===== src/rtl/uart_rx_fifo.sv =====
// Receive-side FIFO behind the UART receiver: resynchronises the "byte complete" level,
// captures each new byte once on its rising edge, and serves it through a FWFT read port.
module uart_rx_fifo #(
    parameter int DATA_WIDTH = 8,
    parameter int DEPTH      = 16,
    parameter int ADDR_WIDTH = 4
) (
    input  logic                  clk,
    input  logic                  rst_n,
    input  logic [DATA_WIDTH-1:0] rx_data,
    input  logic                  rx_received,
    input  logic                  rd_en,
    input  logic                  clr_overflow,
    output logic [DATA_WIDTH-1:0] rd_data,
    output logic                  empty,
    output logic                  full,
    output logic [ADDR_WIDTH:0]   count,
    output logic                  overflow
);

    localparam logic [ADDR_WIDTH-1:0] PTR_ONE  = 1;
    localparam logic [ADDR_WIDTH:0]   CNT_ONE  = 1;
    localparam logic [ADDR_WIDTH:0]   CNT_FULL = (ADDR_WIDTH+1)'(DEPTH);

    logic                  sync1, sync2, sync3;
    logic [ADDR_WIDTH-1:0] wr_ptr, rd_ptr;
    logic [DATA_WIDTH-1:0] mem [DEPTH];
    logic                  push, pop, wr_en, ovf_set;

    assign empty = (count == '0);
    assign full  = (count == CNT_FULL);

    assign push    = sync2 & ~sync3;
    assign pop     = rd_en & ~empty;
    // A push into a full FIFO only lands when a pop frees the head slot in the same edge.
    assign wr_en   = push & (~full | pop);
    assign ovf_set = push & full & ~pop;

    assign rd_data = mem[rd_ptr];

    always_ff @(posedge clk or negedge rst_n) begin
        if (!rst_n) begin
            sync1 <= 1'b0;
            sync2 <= 1'b0;
            sync3 <= 1'b0;
        end else begin
            // NOTE: non-blocking assignments make this a true three-stage shift, not one flop.
            sync1 <= rx_received;
            sync2 <= sync1;
            sync3 <= sync2;
        end
    end

    // NOTE: storage is deliberately not reset; pointers and count alone define what is valid.
    always_ff @(posedge clk) begin
        if (wr_en) mem[wr_ptr] <= rx_data;
    end

    always_ff @(posedge clk or negedge rst_n) begin
        if (!rst_n) begin
            wr_ptr   <= '0;
            rd_ptr   <= '0;
            count    <= '0;
            overflow <= 1'b0;
        end else begin
            if (wr_en) wr_ptr <= wr_ptr + PTR_ONE;
            if (pop)   rd_ptr <= rd_ptr + PTR_ONE;

            if (wr_en && !pop)      count <= count + CNT_ONE;
            else if (pop && !wr_en) count <= count - CNT_ONE;

            if (ovf_set)           overflow <= 1'b1;
            else if (clr_overflow) overflow <= 1'b0;
        end
    end

endmodule

===== config.mk =====
export PLATFORM = sky130hd
export DESIGN_NAME = uart_rx_fifo
export DESIGN_NICKNAME = d
export VERILOG_FILES = /design/src/rtl/uart_rx_fifo.sv
export SDC_FILE = /design/constraint.sdc
export NUM_CORES = 1
export LEC_CHECK = 0
export BUFFER_PORTS_ARGS = -buffer_cell sky130_fd_sc_hd__buf_4
export CORE_MARGIN = 4
export CORE_UTILIZATION = 55
export DETAILED_ROUTE_END_ITERATION = 8
export PLACE_DENSITY = 0.76
export SYNTH_ARGS = -nofsm -noshare
export SYNTH_HDL_FRONTEND = slang
export SYNTH_SLANG_ARGS = --single-unit

===== constraint.sdc =====
create_clock -name clk -period 4.15 [get_ports clk]
set_input_delay 0.6225 -clock clk [delete_from_list [all_inputs] [get_ports clk]]
set_output_delay 0.6225 -clock clk [all_outputs]
set_load 0.02 [all_outputs]

==> implementation parameters, run 1 <==
Parameter                              Value

Synth
  Post-synthesis sequential element count    145
  Number of nets produced by synthesis    354
  Cell variety after synth    38
  Sequential area share after synthesis    71.91%
  Post-synth design cell area    5937 sq um
  Top flip-flop cell by instance count after synthesis    edfxtp_1
  Number of synthesized flops with an enable pin    128
  Synth async-reset ratio    11.72%
  Synth warnings    0
  Cell count after synthesis    331
  Per-instance average area after synthesis    17.94 sq um

Worst hold path
  Path class of the lowest-slack min-delay path    in2reg
  Hold Path Stages    1

Drt
  Antenna Nets Post-Route    0
  DR vias    3087
  DRC marker count from the first detailed-route iteration    319
  Iteration count of the initial detailed-routing pass    5
  Average detailed-routed wire length per instance    22.63 um
  Detailed Route WL    11.66 mm
  DRC violation count after routing    0
  Number of vias per cell    5.994

Cells and area
  Synth-to-layout area growth    15.17%
  Fillers    705
  Sequential cell area    4270 sq um
  Most common library cell in the layout ignoring fill and taps    edfxtp_1
  Final Net Count    389
  Share of final-layout standard cells stronger than drive strength 1    21.90%
  Highest-count cells in the layout ignoring fill and taps    edfxtp_1, mux2i_1, buf_4
  Antenna fix cells    0
  Multi-input gate area in the final layout    1501 sq um

Pwr
  Power, Total    4917 uW
  Static Leakage    0.002433 uW
  Pwr Density    719.1 nW/um^2
  Max IR drop VDD    0.4217 mV

Critical path
  CP Max Fanout    20
  Type of origin of the critical path    flop
  Arr. time, crit path    2.74 ns
  Worst-case reg-to-reg path depth    10
  Required time at the worst-slack endpoint    3.53 ns
  Startpoint-to-endpoint class of the critical path    reg2out
  Endpoint type of the worst setup path    output pin

Clocking
  Number of buffers inserted to repair setup after CTS    0
  Root Driver    clkbuf_8
  Clock buffer count from CTS    17
  Htree depth    4
  Insertion delay of the later-clocked pin in the worst-skew pair    0.53 ns
  CTS tree    done
  Clock Sink Count    145
  Maximum count of clock buffers along a single path    2
  Clock transition at the register clock pins on the worst setup and hold paths after CTS    0.06 ns

Place
  Dpl hpwl    7.208 mm
  Global placement routability congestion    0.7894
  Port Buf Inserts    28

Timing
  Total setup violations reported at the end of the flow    0
  Slew HR    33.88%
  Number of endpoints with negative hold slack in the final report    0
  RSZ-0062 raised after global routing    false
  Worst Max-Slew Pin Slew    0.9882 ns
  FMAX    297.3 MHz
  Count of pins over their slew limit    0
  Fin Clk Skew    0.008149 ns
  Worst Hold Margin    0.2023 ns
  Fin crit period    3.364 ns
  Final setup TNS    0 ns
  Ratio of final minimum period to clock period    81.06%

Floorplanning
  Die area    12520 sq um
  Io pins    29
  Rows    37
  Die W    111.9 um
  Starting density of the core    57.00%
  Placeable Area    10420 sq um
  Die extent in y    111.9 um

Global route
  Maximum number of pins on one net before global-route repair    41
  Antenna violations before repair    0
  Gr ovfl total    0
  Wire length of the first global-routing pass    18.43 mm
  Overall fraction of global-route tracks in use    20.22%
  Via count of the first global-routing pass    3166

Run
  Max-cap check violation count    0

Outcome
  Outcome    finished, final reports clean
## repair_timing
item | in CTS | in global routing
endpoints found under the hold margin | 17 | 0
hold buffers | 1 | 0
gates resized for setup | 0 | 0
## sequential cells by signal, summed over array words and instances (netlist names)
name / flops
sync2: 1
rd_ptr: 4
wr_ptr: 4
sync1: 1
overflow: 1
count: 5
mem: 128
sync3: 1
## per-stage QoR
stage	setup slack [ns]	util (%)	std cells	cell area [sq um]
after global placement	1.418	59.72	482	6221
after detailed placement	1.335	59.72	482	6221
after floorplan	1.419	-	331	5937
after global routing	0.6023	65.65	515	6838
final	0.7861	65.65	515	6838
after CTS	0.7946	65.65	515	6838
## worst paths after layout
check / from / endpoint / slack, ns
max reg2reg: count[1]$_DFFE_PN0P_ / count[4]$_DFFE_PN0P_ / 1.31
min: rx_received / sync1$_DFF_PN0_ / 0.20
min reg2reg: sync1$_DFF_PN0_ / sync2$_DFF_PN0_ / 0.37
max in group asynchronous: rst_n / rd_ptr[0]$_DFFE_PN0N_ / 3.45
min in group asynchronous: rst_n / rd_ptr[1]$_DFFE_PN0N_ / 0.49
max: rd_ptr[1]$_DFFE_PN0N_ / rd_data[1] / 0.79
## final cells by class
class                           count  share of cell area, %
Sequential cell                   145                  62.45
Multi-Input combinational cell    160                  21.96
Clock buffer                       18                  6.112
Timing Repair Buffer               31                  3.623
Clock inverter                     14                  2.763
Tap cell                          136                  2.489
Inverter                           11                 0.6038
## synthesized netlist by cell type (2+ instances only)
library cell  instances  area (sq um)
dfrtp_1              17         425.4
a221oi_1             15         131.4
buf_6                 7         78.83
nand2_1              17         63.81
buf_4                 4         30.03
clkbuf_1              3         11.26
inv_1                10         37.54
nor2_1                7         26.28
edfxtp_1            128          3844
o21ai_0              11         55.05
xnor2_1               9         78.83
a21o_1                2         15.01
ha_1                  9         112.6
and2_1               13         81.33
mux2i_1              33         330.3
a21oi_1               2         10.01
a22oi_1               8         60.06
mux4_2               16         360.4
## worst max-delay path, stage by stage (launching register included)
cell and delay, ns:
dfrtp_1 0.98, nor2b_1 0.10, buf_4 0.24, a221oi_1 0.44
o21ai_0 0.17, nand2_1 0.13, buf_4 0.14
## layer usage
metal	vias up	share of wire [%]	global-route usage [%]
li1	1373	-	-
met1	1544	41	27.79
met2	150	50	32.49
met3	20	7.2	5.815
met4	0	1.4	4.623
met5	-	0	0
## report_power, final
group | total [uW] | internal [uW] | switching [uW]
clock | 1560 | 974 | 583
combinational | 1430 | 658 | 776
sequential | 1930 | 1720 | 205
## logic make-up after synthesis
family                     count (synthesis)  synth area share [%]
DFF                                      145                 71.91
muxes                                     50                 11.82
and+or+nand+nor                           48                 4.342
AOI/OAI and AO/OA                         42                 5.416
buffers and inverters                     26                 2.803
xor gates and xnor gates                  10                 1.475
adders and majority gates                 10                 2.234
Note: power is estimated with default switching activity, not from simulation.
==> inputs of run 2 (changes only) <==
--- a/config.mk
+++ b/config.mk
@@ -5,11 +5,12 @@
 export SDC_FILE = /design/constraint.sdc
 export NUM_CORES = 1
 export LEC_CHECK = 0
+export ABC_AREA = 1
 export BUFFER_PORTS_ARGS = -buffer_cell sky130_fd_sc_hd__buf_4
 export CORE_MARGIN = 4
 export CORE_UTILIZATION = 55
 export DETAILED_ROUTE_END_ITERATION = 8
-export PLACE_DENSITY = 0.76
+export PLACE_DENSITY = 0.75
 export SYNTH_ARGS = -nofsm -noshare
 export SYNTH_HDL_FRONTEND = slang
 export SYNTH_SLANG_ARGS = --single-unit
==> constraint.sdc (replaced) <==
create_clock -name clk -period 3.4 [get_ports clk]
set_input_delay 0.51 -clock clk [delete_from_list [all_inputs] [get_ports clk]]
set_output_delay 0.51 -clock clk [all_outputs]
set_load 0.02 [all_outputs]
==> run 2 against run 1 <==
  * Non-clock buffer count increased by 16
  * Global-route usage is 3.2 points higher
  * Via count is 43% higher
  * Sequential share of layout area shrank 5.1 points
  * Critical path type unchanged
==> implementation parameters, run 2 <==
Parameter                              Value

Clocking
  Maximum count of clock buffers along a single path    2 (unchanged)
  Htree depth    4 (unchanged)
  Clock buffer count from CTS    17 (unchanged)
  CTS tree    done (unchanged)
  Hold_buf cts    1 (unchanged)
  Clock transition at the register clock pins on the worst setup and hold paths after CTS    0.06 ns (about the same)
  Gates resized, CTS repair    0 (unchanged)
  Root Driver    clkbuf_16 (was clkbuf_8)
  Number of buffers inserted to repair setup after CTS    0 (unchanged)
  Insertion delay of the later-clocked pin in the worst-skew pair    0.42 ns (was 0.53 ns)
  Clock Sink Count    145 (unchanged)

Floorplanning
  Die extent in y    117.2 um (was 111.9 um)
  Rows    39 (was 37)
  Placeable Area    11560 sq um (was 10420 sq um)
  Io pins    29 (unchanged)
  Starting density of the core    56.68% (was 57.00%)
  Die W    117.2 um (was 111.9 um)
  Die area    13730 sq um (was 12520 sq um)

Place
  Global placement routability congestion    0.8693 (was 0.7894)
  Placed insts    804 (was 482)
  Port Buf Inserts    28 (unchanged)
  Dpl hpwl    8.888 mm (was 7.208 mm)

Timing
  Number of endpoints with negative hold slack in the final report    0 (unchanged)
  RSZ-0062 raised after global routing    false (unchanged)
  Ratio of final minimum period to clock period    82.62%
  Slew HR    42.57% (was 33.88%)
  Final setup TNS    0 ns (unchanged)
  Total setup violations reported at the end of the flow    0 (unchanged)
  Worst Max-Slew Pin Slew    0.8615 ns (was 0.9882 ns)
  Worst Hold Margin    0.2001 ns (was 0.2023 ns)
  Fin Clk Skew    0.008544 ns (was 0.008149 ns)
  FMAX    356.0 MHz
  Fin crit period    2.809 ns
  Count of pins over their slew limit    0 (unchanged)

Global route
  Antenna violations before repair    0 (unchanged)
  Gr ovfl total    0 (unchanged)
  Wire length of the first global-routing pass    23.25 mm (was 18.43 mm)
  Via count of the first global-routing pass    4353 (was 3166)
  Overall fraction of global-route tracks in use    23.39% (was 20.22%)
  Maximum number of pins on one net before global-route repair    83 (was 41)

Pwr
  Net switching fraction of the power    38.00% (was 31.80%)
  Pwr Density    833.7 nW/um^2 (was 719.1 nW/um^2)
  Sequential share of power    36.3% (was 39.2%)
  Internal Dissipation    3846 uW (was 3353 uW)
  Switching power    2357 uW (was 1564 uW)
  Part of the total power dissipated in the clock network    28.3% (was 31.7%)
  Static Leakage    0.003212 uW (was 0.002433 uW)
  Max IR drop VDD    0.5489 mV (was 0.4217 mV)
  Part of the power in combinational logic    35.4% (was 29.2%)

Critical path
  R2R Setup Slk    0.81 ns (was 1.31 ns)
  CP Max Fanout    82 (was 20)
  Type of origin of the critical path    flop (unchanged)
  Worst-case reg-to-reg path depth    14 (was 10)
  Critical path endpoint    rd_data[7] (was rd_data[1])
  Endpoint type of the worst setup path    output pin (unchanged)
  R2r endpoint    count[4]$_DFFE_PN0P_ (unchanged)
  Required time at the worst-slack endpoint    2.89 ns (was 3.53 ns)
  Arr. time, crit path    2.30 ns (was 2.74 ns)
  Crit path from    rd_ptr[0]$_DFFE_PN0N_ (was rd_ptr[1]$_DFFE_PN0N_)
  Startpoint-to-endpoint class of the critical path    reg2out (unchanged)
  Beginning of the worst register-to-register path    count[0]$_DFFE_PN0P_ (was count[1]$_DFFE_PN0P_)

Synth
  Per-instance average area after synthesis    10.26 sq um (was 17.94 sq um)
  Top area cells in the synthesized netlist    edfxtp_1, nand2_1, dfrtp_1 (was edfxtp_1, dfrtp_1, mux4_2)
  Cell count after synthesis    639 (was 331)
  Number of nets produced by synthesis    662 (was 354)
  Top flip-flop cell by instance count after synthesis    edfxtp_1 (unchanged)
  Most frequent cell after synthesis    nand2_1 (was edfxtp_1)
  Synth async-reset ratio    11.72% (unchanged)
  Fraction of synthesized cell area taken by the top area cell type    58.64% (was 64.74%)
  Synth warnings    0 (unchanged)
  Post-synth design cell area    6555 sq um (was 5937 sq um)
  Post-synthesis sequential element count    145 (unchanged)
  Top cell types by occurrence after synthesis    nand2_1, edfxtp_1, inv_1 (was edfxtp_1, mux2i_1, dfrtp_1, nand2_1, mux4_2)
  Cell type contributing the most total cell area after synthesis    edfxtp_1 (unchanged)
  Sequential area share after synthesis    65.13% (was 71.91%)
  Cell variety after synth    28 (was 38)
  Number of synthesized flops with an enable pin    128 (unchanged)

Run
  Max-cap check violation count    0 (unchanged)

Cells and area
  Non-filler cells in the finished layout    836 (was 515)
  Register with the highest flop count    mem (unchanged)
  Most common library cell in the layout ignoring fill and taps    nand2_1 (was edfxtp_1)
  Highest-count cells in the layout ignoring fill and taps    nand2_1, edfxtp_1, inv_1 (was edfxtp_1, mux2i_1, buf_4)
  Share of final-layout standard cells stronger than drive strength 1    14.57% (was 21.90%)
  Final Net Count    704 (was 389)
  Synth-to-layout area growth    13.51% (was 15.17%)
  Flip-flop count of the largest register, all copies and words added    128 (unchanged)
  Largest registers in the final layout    mem: 128 flops, count: 5 flops (unchanged)
  Antenna fix cells    0 (unchanged)
  Fillers    879 (was 705)

Drt
  Number of vias per cell    5.281 (was 5.994)
  Iteration count of the initial detailed-routing pass    4 (was 5)
  Antenna Nets Post-Route    0 (unchanged)
  Average detailed-routed wire length per instance    17.43 um (was 22.63 um)
  DRC marker count from the first detailed-route iteration    403 (was 319)
  DR vias    4415 (was 3087)
  DRC violation count after routing    0 (unchanged)
  Detailed Route WL    14.57 mm (was 11.66 mm)

Worst hold path
  Path class of the lowest-slack min-delay path    in2reg (unchanged)

Outcome
  Outcome    finished, final reports clean (unchanged)
## run 2: cell types whose count changed after synthesis, sizes merged, moves of 5 or more
cell    change
xnor2       -7
mux2i      -33
a221oi     -16
nand2     +225
a22oi       -8
nand3      +60
inv        +63
mux4       -16
buf        +10
o21ai       -5
and2       -14
nor2       +47
nor3       +16
## run 2: power groups by stage
stage | registers [uW] | clock network (uW) | logic (uW)
6_report | 2250 | 1760 | 2200
5_1_grt | 2270 | 1850 | 2450
4_1_cts | 2250 | 1760 | 2210
3_5_place_dp | 2280 | 0 | 2190
3_3_place_gp | 2270 | 0 | 2120
2_1_floorplan | 2240 | 0 | 1630
## run 2: through the flow
stage / cell area (sq um) / total power (uW) / utilization [%] / setup slack [ns]
CTS: 7441 / 6214 / 64.34 / 0.5805
finish: 7441 / 6204 / 64.34 / 0.5908
global route: 7441 / 6566 / 64.34 / 0.3918
global placement: 6880 / 4388 / 59.49 / 0.8865
detailed placement: 6880 / 4472 / 59.49 / 0.7804
floorplan: 6555 / 3872 / - / 1.190
## run 2: critical path, cell delays in order, from the launching register on
cell	delay, ns
dfrtp_2	0.38
buf_4	0.65
nand2_1	0.14
nand3_2	0.11
nand2_1	0.05
nor2_1	0.17
nand2_1	0.09
nand2_1	0.08
buf_4	0.14
## run 2: cells by family (layout without fill, tap and decap cells)
kind of cell,count (synthesis),after routing,synth area share [%]
XOR/XNOR,4,4,0.5346
AND/OR/NAND/NOR,376,376,24.45
adder cells (fa/ha/maj),10,10,2.023
AO/OA/AOI/OAI,6,6,0.4580
buffers and inverters,98,152,7.406
flip-flops,145,145,65.13
## run 2: cell type report
cell class	count	area, sq um	area share [%]
sequential	145	4270	57.39
multi-input combinational	396	1800	24.20
clock buffer	18	429.2	5.768
timing repair buffer	47	355.3	4.776
inverter	74	285.3	3.834
tap	143	178.9	2.405
clock inverter	13	121.4	1.631
## run 2: worst min path at each step
stage | slack (ns) | cells past startpoint | start | endpoint
final | 0.20 | 1 | rx_received | sync1$_DFF_PN0_
after global routing | 0.19 | 1 | rx_received | sync1$_DFF_PN0_
after CTS | 0.19 | 1 | rx_received | sync1$_DFF_PN0_
after detailed placement | 0.35 | 0 | sync1$_DFF_PN0_ | sync2$_DFF_PN0_
after global placement | 0.34 | 0 | sync1$_DFF_PN0_ | sync2$_DFF_PN0_
after floorplan | 0.21 | 0 | rst_n | count[0]$_DFFE_PN0P_
## run 2: layer usage
metal  vias to the layer above  routed length [um]  track usage (%)
li1                       2144                   -                -
met1                      2106                6065            30.31
met2                       143                7397            38.76
met3                        22                 815            4.679
met4                         0                 291            9.633
met5                         -                   0                0
